`src/rtl/history_ctrl.sv`:
```
// history_ctrl: LZS decode history sequencer. Expands literal/copy tokens into an output
// byte stream and mirrors every byte into the history RAM. Option: HISTORY_CTRL_OFFSET_CHK_EN.
module history_ctrl #(
  parameter int ADDR_W = 11,
  parameter int LEN_W  = 12
) (
  input  logic              clk,
  input  logic              rst_n,
  input  logic              hist_clr,
  input  logic              tok_valid,
  output logic              tok_ready,
  input  logic              tok_copy,
  input  logic [7:0]        tok_literal,
  input  logic [ADDR_W-1:0] tok_offset,
  input  logic [LEN_W-1:0]  tok_length,
  output logic [ADDR_W-1:0] ram_read_address,
  input  logic [7:0]        ram_read_data,
  output logic [ADDR_W-1:0] ram_write_address,
  output logic [7:0]        ram_write_data,
  output logic              ram_write_valid,
  output logic              out_valid,
  input  logic              out_ready,
  output logic [7:0]        out_data,
  output logic              busy,
  output logic              offset_err
);

  typedef enum logic [1:0] {IDLE, LIT, COPY} state_t;

  localparam logic [ADDR_W:0] FILL_MAX = {1'b1, {ADDR_W{1'b0}}};

  state_t            state, state_nxt;
  logic              run;
  logic [ADDR_W-1:0] wr_ptr, wr_base, rd_ptr, rd_addr;
  logic [ADDR_W:0]   fill, fill_base;
  logic [LEN_W-1:0]  remaining;
  logic [7:0]        lit_q, byp_data;
  logic              byp_valid, clr_now, accept, write_now, bad_offset, copy_go;

  // A clear in IDLE takes effect before any token accepted in the same cycle.
  always_comb begin
    clr_now   = (state == IDLE) && hist_clr;
    wr_base   = clr_now ? '0 : wr_ptr;
    fill_base = clr_now ? '0 : fill;
  end

`ifdef HISTORY_CTRL_OFFSET_CHK_EN
  assign bad_offset = (tok_offset == '0) || ({1'b0, tok_offset} > fill_base);
`else
  assign bad_offset = 1'b0;
`endif

  always_comb begin
    state_nxt = state;
    rd_addr   = rd_ptr;
    tok_ready = (state == IDLE) && run;
    out_valid = 1'b0;
    out_data  = '0;
    accept    = tok_valid && tok_ready;
    copy_go   = accept && tok_copy && (tok_length != '0) && !bad_offset;
    case (state)
      IDLE: begin
        rd_addr = tok_ready ? (wr_base - tok_offset) : '0;
        if (accept && !tok_copy) state_nxt = LIT;
        else if (copy_go)        state_nxt = COPY;
      end
      LIT: begin
        out_valid = 1'b1;
        out_data  = lit_q;
        if (out_ready) state_nxt = IDLE;
      end
      COPY: begin
        // Overlapping copies read back a byte written the cycle before; bypass covers it.
        out_valid = 1'b1;
        out_data  = byp_valid ? byp_data : ram_read_data;
        if (out_ready) begin
          rd_addr = rd_ptr + ADDR_W'(1);
          if (remaining == LEN_W'(1)) state_nxt = IDLE;
        end
      end
      default: state_nxt = IDLE;
    endcase
    write_now = out_valid && out_ready;
  end

  assign ram_read_address  = rd_addr;
  assign ram_write_address = wr_ptr;
  assign ram_write_data    = out_data;
  assign ram_write_valid   = write_now;
  assign busy              = (state != IDLE);

  always_ff @(posedge clk or negedge rst_n) begin
    if (!rst_n) begin
      state     <= IDLE;
      run       <= 1'b0;
      wr_ptr    <= '0;
      fill      <= '0;
      rd_ptr    <= '0;
      remaining <= '0;
      lit_q     <= '0;
      byp_valid <= 1'b0;
      byp_data  <= '0;
    end else begin
      state     <= state_nxt;
      run       <= 1'b1;
      wr_ptr    <= wr_base + ADDR_W'(write_now);
      if (write_now && (fill != FILL_MAX)) fill <= fill + (ADDR_W+1)'(1);
      else                                 fill <= fill_base;
      if (copy_go)                          remaining <= tok_length;
      else if (state == COPY && write_now)  remaining <= remaining - LEN_W'(1);
      if (accept && !tok_copy) lit_q <= tok_literal;
      rd_ptr    <= rd_addr;
      byp_valid <= write_now && (rd_addr == wr_ptr);
      byp_data  <= out_data;
    end
  end

`ifdef HISTORY_CTRL_OFFSET_CHK_EN
  logic err_q;

  always_ff @(posedge clk or negedge rst_n) begin
    if (!rst_n)                               err_q <= 1'b0;
    else if (accept && tok_copy && bad_offset) err_q <= 1'b1;
    else if (clr_now)                         err_q <= 1'b0;
  end

  assign offset_err = err_q;
`else
  assign offset_err = 1'b0;
`endif

endmodule
```
`config.mk`:
```
export PLATFORM = sky130hd
export DESIGN_NAME = history_ctrl
export DESIGN_NICKNAME = d
export VERILOG_FILES = /design/src/rtl/history_ctrl.sv
export SDC_FILE = /design/constraint.sdc
export NUM_CORES = 1
export LEC_CHECK = 0
export ABC_AREA = 1
export CAP_MARGIN = 10
export CORE_MARGIN = 5
export CORE_UTILIZATION = 51
export DETAILED_ROUTE_END_ITERATION = 10
export GPL_ROUTABILITY_DRIVEN = 0
export PLACE_DENSITY = 0.81
export SLEW_MARGIN = 20
export SYNTH_ARGS = -nofsm -noshare
export SYNTH_HDL_FRONTEND = slang
export SYNTH_SLANG_ARGS = --single-unit
```
`constraint.sdc`:
```
create_clock -name clk -period 3.63 [get_ports clk]
set_input_delay 0.726 -clock clk [delete_from_list [all_inputs] [get_ports clk]]
set_output_delay 0.726 -clock clk [all_outputs]
set_load 0.005 [all_outputs]
```
==> impl_metrics.ini <==
[sta]
finalHoldViolCount = 0
fmaxAchievable_ghz = 0.267
fin_skew_ps = 13.6
rsz0062_at_grt = true
period_needed_ps = 3740
fin_crit_sh = 1.03
slew_violations = 0
setup_slack_ps = -109
setup_viol = 2
fin_tns_setup_ps = -123
relSlewSlack = 0.550
hold_slack_ps = 427
tightest_slew_ps = 676

[worst_hold_path]
hp-class = in2async

[final_layout]
nFillCells = 500
n_antenna_cell = 0
nets = 772
multiInputGateArea_um2 = 2250
instances_no_fill = 810
final_cell_mix = nand2_1 (149), inv_1 (86), clkdlybuf4s50_1 (76), buf_4 (69), dfrtp_1 (54)
stdcell_area_um2 = 5600
layout_commonest_cell = nand2_1
synthToLayoutAreaGrowth_pct = 45.2
layout-drive-gt1-share = 0.211
register_area_um2 = 1350

[power_and_ir_drop]
p_sw_frac = 0.438
power_switching_mw = 1.79
power_density_nw_per_um2 = 730
ir_worst_vdd_mv = 0.368
power_frac_clock = 0.091
finalPower_mw = 4.09
pwr-share-comb = 0.665
seqPwrFrac = 0.243
p_leak_nw = 2.86
p_int_mw = 2.30

[worst_setup_path]
slowest_delay_ps = 420
end_kind = flip-flop
timing.rr.end = byp_valid
worstPathArrival_ps = 3960
reg2reg_depth = 30
start_kind = flip-flop
crit_top_cell = buf_4
worstPathRequired_ps = 3850
reg2reg_slack_ps = -110
critPathSlowestCell = dfrtp_1
critical_path.startpoint = state[0]
worstReg2RegStart = state[0]
critical_path.endpoint = byp_valid
critical_path.max_fanout = 4
critPathKind = reg2reg

[clock_network]
htreeDepth = 2
cts_buffers = 5
clockRootBuffer = clkbuf_8
numClockSinks = 54
clkTransAtPathRegs_ps = 110
tritoncts = yes
clk_path_buf_depth = 2
ctsHoldBuffers = 0
clock_latency_ps = 320

[global_route]
antenna_found_initial = 0
grt_max_degree = 30
grt.busiest_layer = met2
met2_usage = 0.434
grt_usage = 0.248
grtUsageMet3 = 0.0317
grt_pass1_vias = 4331
grt-ovfl-total = 0
grt_util_met1 = 0.308
grt_pass1_wl_um = 19700

[yosys]
ys_async_sr_fraction = 1.00
syn-num-nets = 623
ys_ff_latch = 54
syn_avg_cell_area_um2 = 6.88
synth_enable_flop_cells = 0
yosys_warnings = 0
synth_area_um2 = 3860
synth_cell_type_count = 41
ys.flop_type = dfrtp_1
synthCells = 561
seq_area_frac_synth = 0.350

[routing]
drtIter0Drc = 407
vias = 4416
ant_nets = 0
finalWirelength_um = 13000
wire_per_inst_um = 16.1
drc = 0
viasPerCell = 5.45
first_pass_iters = 5

[die]
initial_core_util = 0.529
die-area_um2 = 9410
fp.dieH_um = 97.0
core_um2 = 7290
fp.dieW_um = 97.0
rows = 31
pin_count = 88

[run_status]
status = finished, violations left
violations = negative setup slack

[placed_design]
port_buffers = 86
placed_cells = 765
placed_area_um2 = 5000
dpl.hpwl_um = 8530

[job]
maxCapViolations = 0
cell families (layout without fill, tap and decap cells):
kind of cell	Yosys count	after routing	synth area share
AND/OR/NAND/NOR	301	301	0.342
buffers and inverters	113	263	0.124
AO/OA/AOI/OAI	55	55	0.0820
flip-flops	54	54	0.350
XOR/XNOR	19	19	0.0431
adder cells (fa/ha/maj)	17	17	0.0571
other	2	2	0.00195
critical path: cells and delay by family, from the launching register on:
kind | cells | cell delay, ps
adders and majority gates | 3 | 720
buffers and inverters | 15 | 1600
DFF | 1 | 420
and+or+nand+nor | 12 | 880
power groups by stage:
| stage | combinational (mW) | clock, mW | sequential [mW] |
|---|---|---|---|
| 3_3_place_gp | 2.10 | 0 | 0.986 |
| 4_1_cts | 2.49 | 0.375 | 0.990 |
| 3_5_place_dp | 2.17 | 0 | 0.999 |
| 5_1_grt | 2.96 | 0.400 | 1.02 |
| 2_1_floorplan | 1.24 | 0 | 0.956 |
| 6_report | 2.72 | 0.374 | 0.995 |
synthesized netlist by cell type, types with 2 or more instances:
library cell,number,area share
nor2_2,3,0.0049
a21oi_1,19,0.025
o221ai_1,3,0.0068
inv_1,95,0.092
buf_4,9,0.018
nand3_2,2,0.0052
nand3_1,44,0.057
ha_1,16,0.052
nor3_1,6,0.0078
xnor2_1,6,0.014
nor4_1,5,0.0081
conb_1,2,0.0019
nor2_1,56,0.054
dfrtp_1,54,0.35
nand3b_1,3,0.0058
o211ai_1,4,0.0078
nand2_1,160,0.16
clkbuf_1,3,0.0029
o21ai_1,2,0.0026
o21ai_0,20,0.026
o21bai_1,2,0.0039
nand2_2,7,0.011
nand2_4,3,0.0088
xor2_1,13,0.030
nand4_1,8,0.013
routing by layer:
layer	part of all wire	vias to the layer above	wire length, um
met5	0	-	0
met4	0.048	0	625
met3	0.076	69	996
met2	0.49	285	6390
met1	0.39	2012	5020
li1	-	2050	-
state kept, by name, summed over array words and instances, names as in the netlist:
name	count
byp_data	8
byp_valid	1
lit_q	8
ram_write_address	11
rd_ptr	11
remaining	12
run	1
state	2
final cells by class:
class / instances / share of cell area
Inverter: 97 / 0.0654
Sequential cell: 54 / 0.241
Clock inverter: 2 / 0.00313
Clock buffer: 6 / 0.0147
Tap cell: 99 / 0.0221
Timing Repair Buffer: 158 / 0.252
Multi-Input combinational cell: 394 / 0.402
worst min path at each step:
| stage | start | to | slack (ps) |
|---|---|---|---|
| global route | rst_n | byp_data[7] | 460 |
| CTS | rst_n | byp_data[7] | 430 |
| detailed placement | lit_q[6] | lit_q[6] | 460 |
| floorplan | rst_n | byp_data[0] | 430 |
| finish | rst_n | byp_data[7] | 430 |
| global placement | lit_q[6] | lit_q[6] | 460 |
repair_timing:
action,4_1_cts,5_1_grt
endpoints found under the setup margin,10,9
pin swaps,17,31
setup buffers,29,9
resized for setup,31,43
through the flow:
stage	util	worst slack (ps)
after floorplan	-	650
after global placement	0.686	-378
after detailed placement	0.686	-442
after CTS	0.741	-0.494
after global routing	0.768	-239
final	0.768	-109
(Power assumes the default switching activity.)
